File: src/rtl/cmp_pkg.sv
// Shared types and constants for the byte-serial wide comparator.
// Imported by the controller and its per-byte comparator.
package cmp_pkg;

  typedef enum logic [1:0] {
    IDLE = 2'd0,
    CMP  = 2'd1,
    DONE = 2'd2
  } cmp_state_t;

  localparam int BYTE_W = 8;

endpackage

File: src/rtl/comparator_8bit_ds.sv
// Single 8-bit unsigned magnitude comparator.
// This is the shared per-byte datapath that the wide controller steps through.
module comparator_8bit_ds
  import cmp_pkg::*;
(
  input  logic [BYTE_W-1:0] a_i,
  input  logic [BYTE_W-1:0] b_i,
  output logic              eq_o,
  output logic              gt_o,
  output logic              lt_o
);

  assign eq_o = (a_i == b_i);
  assign gt_o = (a_i >  b_i);
  assign lt_o = (a_i <  b_i);

endmodule

File: src/rtl/cmp_seq_wide.sv
// Wide unsigned comparator that checks one byte per cycle, MSB first,
// and stops at the first unequal byte. All outputs come from registers.
module cmp_seq_wide
  import cmp_pkg::*;
#(
  parameter  int NBYTES = 4,
  localparam int IDXW   = $clog2(NBYTES)
) (
  input  logic                     clk,
  input  logic                     rst,
  input  logic                     start,
  input  logic                     abort,
  input  logic [BYTE_W*NBYTES-1:0] a,
  input  logic [BYTE_W*NBYTES-1:0] b,
  output logic                     busy,
  output logic                     done,
  output logic                     eq,
  output logic                     gt,
  output logic                     lt,
  output logic [IDXW:0]            bytes_used
);

  cmp_state_t                 state_q, state_d;
  logic [IDXW-1:0]            idx_q, idx_d;
  logic [BYTE_W*NBYTES-1:0]   a_q, a_d, b_q, b_d;
  logic                       eq_q, eq_d, gt_q, gt_d, lt_q, lt_d;
  logic [IDXW:0]              bu_q, bu_d;
  logic                       done_q, done_d;
  logic                       busy_q, busy_d;

  logic [BYTE_W-1:0]          a_byte, b_byte;
  logic                       byte_eq, byte_gt, byte_lt;
  logic [IDXW:0]              used_now;

  assign a_byte   = a_q[idx_q*BYTE_W +: BYTE_W];
  assign b_byte   = b_q[idx_q*BYTE_W +: BYTE_W];
  // idx counts down from the MSB, so bytes examined so far is NBYTES - idx.
  assign used_now = (IDXW+1)'(NBYTES) - {1'b0, idx_q};

  comparator_8bit_ds u_cmp8 (
    .a_i  (a_byte),
    .b_i  (b_byte),
    .eq_o (byte_eq),
    .gt_o (byte_gt),
    .lt_o (byte_lt)
  );

  always_comb begin
    state_d = state_q;
    idx_d   = idx_q;
    a_d     = a_q;
    b_d     = b_q;
    eq_d    = eq_q;
    gt_d    = gt_q;
    lt_d    = lt_q;
    bu_d    = bu_q;
    done_d  = 1'b0;

    case (state_q)
      IDLE: begin
        if (start && !abort) begin
          a_d     = a;
          b_d     = b;
          idx_d   = IDXW'(NBYTES - 1);
          eq_d    = 1'b0;
          gt_d    = 1'b0;
          lt_d    = 1'b0;
          state_d = CMP;
        end
      end
      CMP: begin
        // Abort takes priority over a decision made in the same cycle.
        if (abort) begin
          state_d = IDLE;
        end else if (byte_gt) begin
          gt_d    = 1'b1;
          bu_d    = used_now;
          done_d  = 1'b1;
          state_d = DONE;
        end else if (byte_lt) begin
          lt_d    = 1'b1;
          bu_d    = used_now;
          done_d  = 1'b1;
          state_d = DONE;
        end else if (byte_eq) begin
          if (idx_q == '0) begin
            eq_d    = 1'b1;
            bu_d    = used_now;
            done_d  = 1'b1;
            state_d = DONE;
          end else begin
            idx_d = idx_q - IDXW'(1);
          end
        end
      end
      DONE: begin
        state_d = IDLE;
      end
      default: begin
        state_d = IDLE;
      end
    endcase

    busy_d = (state_d != IDLE);
  end

  always_ff @(posedge clk or posedge rst) begin
    if (rst) begin
      state_q <= IDLE;
      idx_q   <= '0;
      a_q     <= '0;
      b_q     <= '0;
      eq_q    <= 1'b0;
      gt_q    <= 1'b0;
      lt_q    <= 1'b0;
      bu_q    <= '0;
      done_q  <= 1'b0;
      busy_q  <= 1'b0;
    end else begin
      state_q <= state_d;
      idx_q   <= idx_d;
      a_q     <= a_d;
      b_q     <= b_d;
      eq_q    <= eq_d;
      gt_q    <= gt_d;
      lt_q    <= lt_d;
      bu_q    <= bu_d;
      done_q  <= done_d;
      busy_q  <= busy_d;
    end
  end

  assign busy       = busy_q;
  assign done       = done_q;
  assign eq         = eq_q;
  assign gt         = gt_q;
  assign lt         = lt_q;
  assign bytes_used = bu_q;

endmodule
File: config.mk
export PLATFORM = sky130hd
export DESIGN_NAME = cmp_seq_wide
export DESIGN_NICKNAME = d
export VERILOG_FILES = /design/src/rtl/cmp_pkg.sv /design/src/rtl/comparator_8bit_ds.sv /design/src/rtl/cmp_seq_wide.sv
export SDC_FILE = /design/constraint.sdc
export NUM_CORES = 1
export LEC_CHECK = 0
export ABC_AREA = 1
export BUFFER_PORTS_ARGS = -buffer_cell sky130_fd_sc_hd__clkbuf_2
export CELL_PAD_IN_SITES_DETAIL_PLACEMENT = 1
export CELL_PAD_IN_SITES_GLOBAL_PLACEMENT = 2
export CORE_UTILIZATION = 35
export CTS_BUF_LIST = sky130_fd_sc_hd__clkbuf_4 sky130_fd_sc_hd__clkbuf_8
export DETAILED_ROUTE_END_ITERATION = 8
export PLACE_DENSITY_LB_ADDON = 0.1
export SKIP_CTS_REPAIR_TIMING = 1
export SLEW_MARGIN = 20
export SYNTH_ARGS = -nofsm -noshare
export SYNTH_HDL_FRONTEND = slang
export SYNTH_SLANG_ARGS = --single-unit
File: constraint.sdc
create_clock -name clk -period 4.8 [get_ports clk]
set_input_delay 0.48 -clock clk [delete_from_list [all_inputs] [get_ports clk]]
set_output_delay 0.48 -clock clk [all_outputs]
set_load 0.005 [all_outputs]
==> results.toml, run 1 <==
[timing]
worst_slew_margin_rel_pct = 32.99
finalCritPeriodShare_pct = 58.42
rsz0062_at_grt = "false"
finalSetupViolCount = 0
worstMarginPinSlew_ps = 1005
clock_skew_ps = 13.30
final-max-slew-violation-count = 0
max_freq_ghz = 0.3566
hold_viol_final = 0
setup_tns_ps = 0
fin_crit_ps = 2804

[die]
start_util_pct = 36.24
rows = 36
core-area_sq_um = 9819
pin_count = 76
die_y_um = 102.8
die_w_um = 102.8
fp.dieArea_sq_um = 10570

[worst_setup_path]
startpoint_type = "register"
reg2reg_setup_slack_ps = 2000
cp.required_ps = 5040
crit_type = "register to register"
path_cells = "inv_1 -> a32o_1 -> ha_1 -> nand2_1 -> nor2_1 -> nand3_1 -> o21bai_1 -> nand3_1 -> nand2_1 -> nand2_1"
startpoint = "idx_q[1]"
reg2reg_from = "idx_q[1]"
cp_common_cell = "nand2_1"
slowest_stage = "dfrtp_1"
worst_path_largest_cell_delay_ps = 700
worstPathMaxFanout = 18
critPathCaptureType = "register"
path_buf_inv = 1
crit_family = "flip-flops"
critical_path_arrival_ps = 3040

[global_routing]
grt.overflow.total = 0
grt_max_degree = 74
met3_usage_pct = 5.356
met1_usage_pct = 23.76
grt_pass1_vias = 2878
grt_usage_pct = 18.38
grt_util_met2_pct = 30.10
antenna_found_initial = 0
grt_pass1_wl_um = 14270
busiest_layer = "met2"

[clock_tree]
cts_root_buffer = "clkbuf_8"
htree_levels = 3
cts.sinks = 76
tritoncts = "done"
numCtsBuffers = 9
clockBufferDepth = 2
clkLatencyLatePin_ps = 360
path_clk_slew_ps = 80

[detailed_routing]
drc_errors = 0
drt_iter0_drc = 65
ant_nets = 0
wl_um = 8493
first_pass_iters = 4
wl_per_cell_um = 15.36
vias = 2676
vias_per_cell = 4.839

[synth]
yosys_warnings = 0
synth.top_cells.by_count = "76 x dfrtp_1, 54 x mux2_1, 46 x nand2_1, 43 x nor2_1, 31 x o21ai_0"
yosysTopAreaCell = "dfrtp_1"
syn_area_sq_um = 3558
synth_edf_count = 0
ys_seq_area_share_pct = 53.45
async_flop_share_pct = 100.0
synth_ff_type = "dfrtp_1"
yosys-top-cells-area = "dfrtp_1 53%, mux2_1 17%, nand2_1 4.9%"
ys_types = 23
yosysMostFrequentCell = "dfrtp_1"
synth_seq_cells = 76
avgSynthCellArea_sq_um = 10.34
synth_cells = 344
syn_nets = 421
yosysTopAreaCellShare_pct = 53.45

[place]
dpl-instance-area_sq_um = 4054
io_buffer_count = 75
dp_hpwl_um = 5994
routabilityCongestion = 0.7891

[final_layout]
drive_gt1_share_pct = 23.81
nFillCells = 1166
area.growth.synth_to_final_pct = 20.78
fin_area_sq_um = 4298
fin_nets = 493
n_antenna_cell = 0

[status]
run_status = "completed"

[min_path]
hp-class = "input port to asynchronous set/reset pin"

[pwr]
p_leak_nw = 2.090
irDropWorstVdd_mv = 0.2356
power.density_nw_per_um2 = 687.1

[flow_run]
maxCapViolCount = 0
-- path summary, 6_finish.rpt --
path	to	cells past startpoint
min reg2reg	eq	2
min	a_q[11]	2
min in group clk	b_q[30]	2
max reg2reg	idx_q[1]	10
max in group asynchronous	b_q[31]	3
max	idx_q[1]	10
-- state kept, by name (all words and copies together), names as in the netlist --
| signal | cells |
|---|---|
| a_q | 32 |
| b_q | 32 |
| bytes_used | 3 |
| idx_q | 2 |
| state_q | 2 |
| busy | 1 |
| done | 1 |
| eq | 1 |
| gt | 1 |
| lt | 1 |
-- power breakdown --
part / leakage (nW) / switching, mW / internal, mW / total, mW
combinational: 1.07 / 0.711 / 0.508 / 1.22
sequential: 0.902 / 0.181 / 0.955 / 1.14
clock: 0.119 / 0.235 / 0.363 / 0.598
total: 2.09 / 1.13 / 1.83 / 2.95
-- routing by layer --
layer / vias up / part of all wire, %
met3: 8 / 4.1
met1: 1316 / 48
met2: 50 / 47
li1: 1302 / -
met5: - / 0
met4: 0 / 0.92
-- placed cells by master (no fill, tap or decap), drive strengths merged --
master / n
ha: 9
a21o: 1
nor2: 45
clkinv: 2
nand4: 4
clkbuf: 86
a21oi: 18
o22ai: 8
o21bai: 1
o21ai: 31
nor3: 1
inv: 19
nand2: 46
o21a: 1
dfrtp: 76
a32o: 1
clkinvlp: 1
buf: 2
mux2: 57
nand3: 8
bufinv: 3
-- through the flow --
| step | setup WS, ps | cells | total power, mW | util, % | hold slack, ps |
|---|---|---|---|---|---|
| detailed placement | 1949 | 538 | 2.403 | 41.28 | 467.0 |
| global route | 1615 | 553 | 3.257 | 43.77 | 314.1 |
| floorplan | 2382 | 344 | 2.007 | - | 458.7 |
| global placement | 1988 | 538 | 2.356 | 41.28 | 458.1 |
| finish | 1996 | 553 | 2.953 | 43.77 | 255.9 |
| CTS | 1932 | 553 | 3.017 | 43.76 | 315.9 |
-- layout make-up --
class	instances	area, sq um	area share (%)
Inverter	21	80.08	1.863
Sequential cell	76	1902	44.25
Clock buffer	11	145.1	3.377
Tap cell	133	166.4	3.872
Clock inverter	4	97.59	2.271
Timing Repair Buffer	77	390.4	9.083
Multi-Input combinational cell	231	1516	35.28
-- cell families after synthesis --
| logic type | share of synthesized area [%] |
|---|---|
| AND/OR/NAND/NOR | 11.99 |
| multiplexers | 18.04 |
| AO/OA/AOI/OAI | 9.213 |
| buffers and inverters | 4.149 |
| flip-flops | 53.45 |
| adder cells (fa/ha/maj) | 3.165 |
No activity file was read; power rests on OpenSTA's default activity.
==> run 2: changes to the inputs <==
CORE_UTILIZATION = 32   (was 35)
clock period = 2.55 ns   (was 4.8 ns; I/O delays follow)
==> run 2 against run 1 <==
Effect of this change: die area is 9.2% higher; final cell count grew 3.6%; clock skew is 4.1 ps lower; critical endpoint unchanged; largest cell class unchanged; sequential share of layout area is 1.1 points lower; core utilization down 3.1 points; the flow now finishes with violations (design-rule violations); critical path type unchanged; fmax increased by 20%; first-iteration DRC count decreased by 40%.
==> results.toml, run 2 (synthesized netlist as in run 1, its figures left out) <==
[status]
run_status = "complete, but fails checks"
failed_checks = "design-rule violations"

[timing]
worstMarginPinSlew_ps = 928.6
finalCritPeriodShare_pct = 91.89
worst_slew_margin_rel_pct = 38.00
setup_tns_ps = 0
max_freq_ghz = 0.4268
clock_skew_ps = 9.170
final-max-slew-violation-count = 0
rsz0062_at_grt = "false"
hold_viol_final = 0
layout_setup_ws_ps = 206.9
finalSetupViolCount = 0
fin_crit_ps = 2343

[detailed_routing]
first_pass_iters = 6
wl_um = 8660
drc_errors = 1
drt_iter0_drc = 39
vias = 2713
ant_nets = 0
vias_per_cell = 4.735
wl_per_cell_um = 15.11

[final_layout]
drive_gt1_share_pct = 26.56
final_common_cell = "dfrtp_1"
nFillCells = 1254
mostFrequentLayoutCells = "76 x dfrtp_1, 75 x clkbuf_2, 54 x mux2_1, 46 x nand2_1, 43 x nor2_1"
multi_input_area_sq_um = 1525
fin_nets = 505
area.growth.synth_to_final_pct = 23.98
regArea_sq_um = 1902
n_antenna_cell = 0

[global_routing]
grt_pass1_vias = 2926
grt_max_degree = 43
antenna_found_initial = 0
grt.overflow.total = 0
grt_usage_pct = 17.05
grt_pass1_wl_um = 14720

[pwr]
p_int_mw = 3.487
p_sw_mw = 2.183
switching_share_pct = 38.50
power_frac_comb_pct = 44.0
irDropWorstVdd_mv = 0.5962
p_total_mw = 5.671
p_leak_nw = 2.157
p_seq_share_pct = 37.7
p_clk_share_pct = 18.2
power.density_nw_per_um2 = 1285

[die]
pin_count = 76
rows = 38
core-area_sq_um = 10840
start_util_pct = 32.83
die_y_um = 107.5
fp.dieArea_sq_um = 11550
die_w_um = 107.5

[clock_tree]
path_clk_slew_ps = 70
cts.sinks = 76
htree_levels = 3
cts_root_buffer = "clkbuf_8"
numCtsBuffers = 9
clockBufferDepth = 2
tritoncts = "done"
clkLatencyLatePin_ps = 350

[place]
routabilityCongestion = 0.7197
place_ws_ps = 48.97
dp_hpwl_um = 6571
io_buffer_count = 75

[worst_setup_path]
cp.required_ps = 2790
critPathCaptureType = "register"
worstPathMaxFanout = 20
r2r_end = "idx_q[1]"
critical_path_arrival_ps = 2580
r2r.worst_path.cells = 11
startpoint_type = "register"
crit_type = "register to register"
reg2reg_setup_slack_ps = 210
reg2reg_from = "idx_q[0]"

[min_path]
hp-class = "input port to asynchronous set/reset pin"

[flow_run]
maxCapViolCount = 0
[run 2: cell type report]
cell class / instances / share of cell area, %
flip-flops and latches: 76 / 43.11
multi-input cells: 231 / 34.57
clock inverters: 4 / 1.645
inverters: 21 / 1.787
well taps: 140 / 3.971
clock buffers: 12 / 3.460
repair buffers: 89 / 11.46
[run 2: worst max path at each step]
stage	startpoint	cells after the start	slack (ps)	to
3_5_place_dp	idx_q[0]	11	50	idx_q[0]
6_report	idx_q[0]	11	210	idx_q[1]
2_1_floorplan	rst	1	360	a_q[0]
4_1_cts	idx_q[0]	11	20	idx_q[1]
5_1_grt	idx_q[0]	13	10	bytes_used[1]
3_3_place_gp	idx_q[0]	11	120	idx_q[1]
[run 2: stage by stage]
step,instance area [sq um],instances,hold WS [ps],util [%]
6_report,4412,573,94.80,40.70
4_1_cts,4403,573,88.35,40.62
3_3_place_gp,4178,557,457.9,38.54
3_5_place_dp,4178,557,461.8,38.54
2_1_floorplan,3558,344,386.7,-
5_1_grt,4412,573,91.79,40.70
[run 2: critical path, stage by stage, from the launching register on]
cell and delay (ps):
dfrtp_1 420, buf_4 220, o21ai_0 260, a21oi_1 150, ha_1 290, nand2_1 70
nor2_1 190, nand3_1 150, o21bai_2 210, nand3_2 140, nand2_1 90, nand2_1 50
[run 2: power by group through the flow]
| stage | Sequential, mW | Clock, mW | Combinational [mW] |
|---|---|---|---|
| after floorplan | 2.03 | 0 | 1.75 |
| after global placement | 2.17 | 0 | 2.48 |
| after detailed placement | 2.17 | 0 | 2.54 |
| after CTS | 2.15 | 1.07 | 2.56 |
| after global routing | 2.22 | 1.11 | 2.90 |
| final | 2.14 | 1.03 | 2.50 |
[run 2: per-layer routing]
metal	up-vias	track usage [%]	part of all wire [%]
met4	0	5.871	1.5
li1	1334	-	-
met5	-	0	0
met1	1318	22.53	48
met2	52	27.42	47
met3	9	3.935	3.5
==> run 3: changes to the inputs <==
CORE_UTILIZATION = 35   (was 32)
clock period = 2.3 ns   (was 2.55 ns; I/O delays follow)
==> run 3 against run 2 <==
Effect of this change: register-to-register slack worse by 60 ps; routed wire length is 0.17% lower; core utilization is 5.5 points higher; highest routed layer unchanged; sequential power is 11% higher; die area is 8.4% lower; first-iteration DRC count is 5.1% higher; global-route usage is 0.66 points higher; the run now ends clean.
==> results.toml, run 3 (synthesized netlist as in run 1, its figures left out) <==
[timing]
worst_slew_margin_rel_pct = 64.80
max_freq_ghz = 0.4638
whs_ps = 78.28
setup_tns_ps = 0
fin_crit_ps = 2156
final-max-slew-violation-count = 0
clock_skew_ps = 10.76
finalSetupViolCount = 0
worstMarginPinSlew_ps = 527.2
layout_setup_ws_ps = 143.8
hold_viol_final = 0
finalCritPeriodShare_pct = 93.75

[detailed_routing]
vias = 2713
wl_um = 8645
drc_errors = 0
first_pass_iters = 4
wl_per_cell_um = 15.17
vias_per_cell = 4.760
ant_nets = 0
drt_iter0_drc = 41

[clock_tree]
path_clk_slew_ps = 90
htree_levels = 3
cts_root_buffer = "clkbuf_8"
clockBufferDepth = 2
numCtsBuffers = 9
tritoncts = "done"
clkLatencyLatePin_ps = 360
cts.sinks = 76

[final_layout]
drive_gt1_share_pct = 32.49
area.growth.synth_to_final_pct = 27.39
n_antenna_cell = 0
fin_nets = 509
mostFrequentLayoutCells = "76 x dfrtp_1, 75 x clkbuf_2, 54 x mux2_1, 39 x nand2_1, 39 x nor2_1"
final_common_cell = "dfrtp_1"

[worst_setup_path]
critical_path_arrival_ps = 2450
startpoint_type = "register"
slowest_stage = "dfrtp_1"
path_cells = "buf_6 -> buf_6 -> o21ai_0 -> o22ai_1 -> ha_1 -> nand2_1 -> nor2_4 -> nand3_2 -> o21bai_4 -> buf_4 -> nand4_1 -> nand2_1"
critPathCaptureType = "register"
worstPathMaxFanout = 8
worst_path_largest_cell_delay_ps = 430
r2r_end = "idx_q[1]"
crit_type = "register to register"
cp.required_ps = 2590
reg2reg_setup_slack_ps = 140
r2r.worst_path.cells = 12
reg2reg_from = "idx_q[0]"

[global_routing]
antenna_found_initial = 0
grt_pass1_vias = 2789
grt.overflow.total = 0
grt_usage_pct = 17.71
grt_max_degree = 54
grt_pass1_wl_um = 13910

[pwr]
p_leak_nw = 2.191
irDropWorstVdd_mv = 0.5241
power.density_nw_per_um2 = 1467
p_total_mw = 6.650

[die]
start_util_pct = 36.24
die_y_um = 102.8
core-area_sq_um = 9819
rows = 36
pin_count = 76
fp.dieArea_sq_um = 10570
die_w_um = 102.8

[min_path]
hold_path_depth = 2
worstHoldStart = "b[9]"
worstHoldEndpoint = "b_q[9]"
hp-class = "input port to register"

[status]
run_status = "completed"

[place]
io_buffer_count = 75
dp_hpwl_um = 6328
place_ws_ps = -130.2
routabilityCongestion = 0.7691

[flow_run]
maxCapViolCount = 0
==> run 3: cell count changes in the layout (fill, tap and decap cells not counted), moves of 3 or more <==
cell,before,now
o21ai_0,30,20
nand2_1,46,39
nand2_2,0,6
a21oi_1,18,13
a21oi_2,0,5
o21ai_1,1,6
o21ai_2,0,5
nor2_1,43,39
buf_6,0,3
nor2_4,0,3
==> run 3: stage by stage <==
step,instances,cell area [sq um],utilization [%]
after global routing,570,4533,46.16
after detailed placement,552,4197,42.74
after CTS,568,4393,44.74
final,570,4533,46.16
after floorplan,344,3558,-
after global placement,552,4197,42.74
==> run 3: worst max-delay path, delay by kind of cell, from the launching register on <==
| family | cells | cell delay, ps |
|---|---|---|
| AO/OA/AOI/OAI | 3 | 450 |
| buffers and inverters | 3 | 430 |
| adder cells (fa/ha/maj) | 1 | 300 |
| AND/OR/NAND/NOR | 5 | 490 |
| flip-flops | 1 | 430 |
==> run 3: report_power, final <==
group          internal, mW  total, mW  switching, mW
Clock                 0.513       1.02          0.511
Sequential             1.99       2.37          0.379
Combinational          1.44       3.25           1.81
Total                  3.95       6.65           2.70
==> run 3: worst max-delay path by stage <==
stage | startpoint | endpoint | slack (ps)
final | idx_q[0] | idx_q[1] | 140
after global routing | idx_q[0] | idx_q[1] | -20
after CTS | idx_q[0] | idx_q[1] | -150
after detailed placement | idx_q[0] | idx_q[1] | -130
after global placement | idx_q[0] | idx_q[1] | -130
after floorplan | rst | a_q[0] | 130
==> run 3: routing by layer <==
metal / wire length [um] / global-route usage (%)
met1: 4050 / 23.03
met2: 4212 / 29.69
met3: 277 / 3.051
met4: 104 / 6.501
met5: 0 / 0
==> run 3: area by class of cell <==
| type | instances | area (sq um) |
|---|---|---|
| fillers | 1144 | 5286 |
| flip-flops and latches | 76 | 1902 |
| multi-input cells | 231 | 1628 |
| repair buffers | 93 | 561.8 |
| well taps | 133 | 166.4 |
| clock buffers | 10 | 131.4 |
| inverters | 21 | 78.83 |
| clock inverters | 6 | 65.06 |
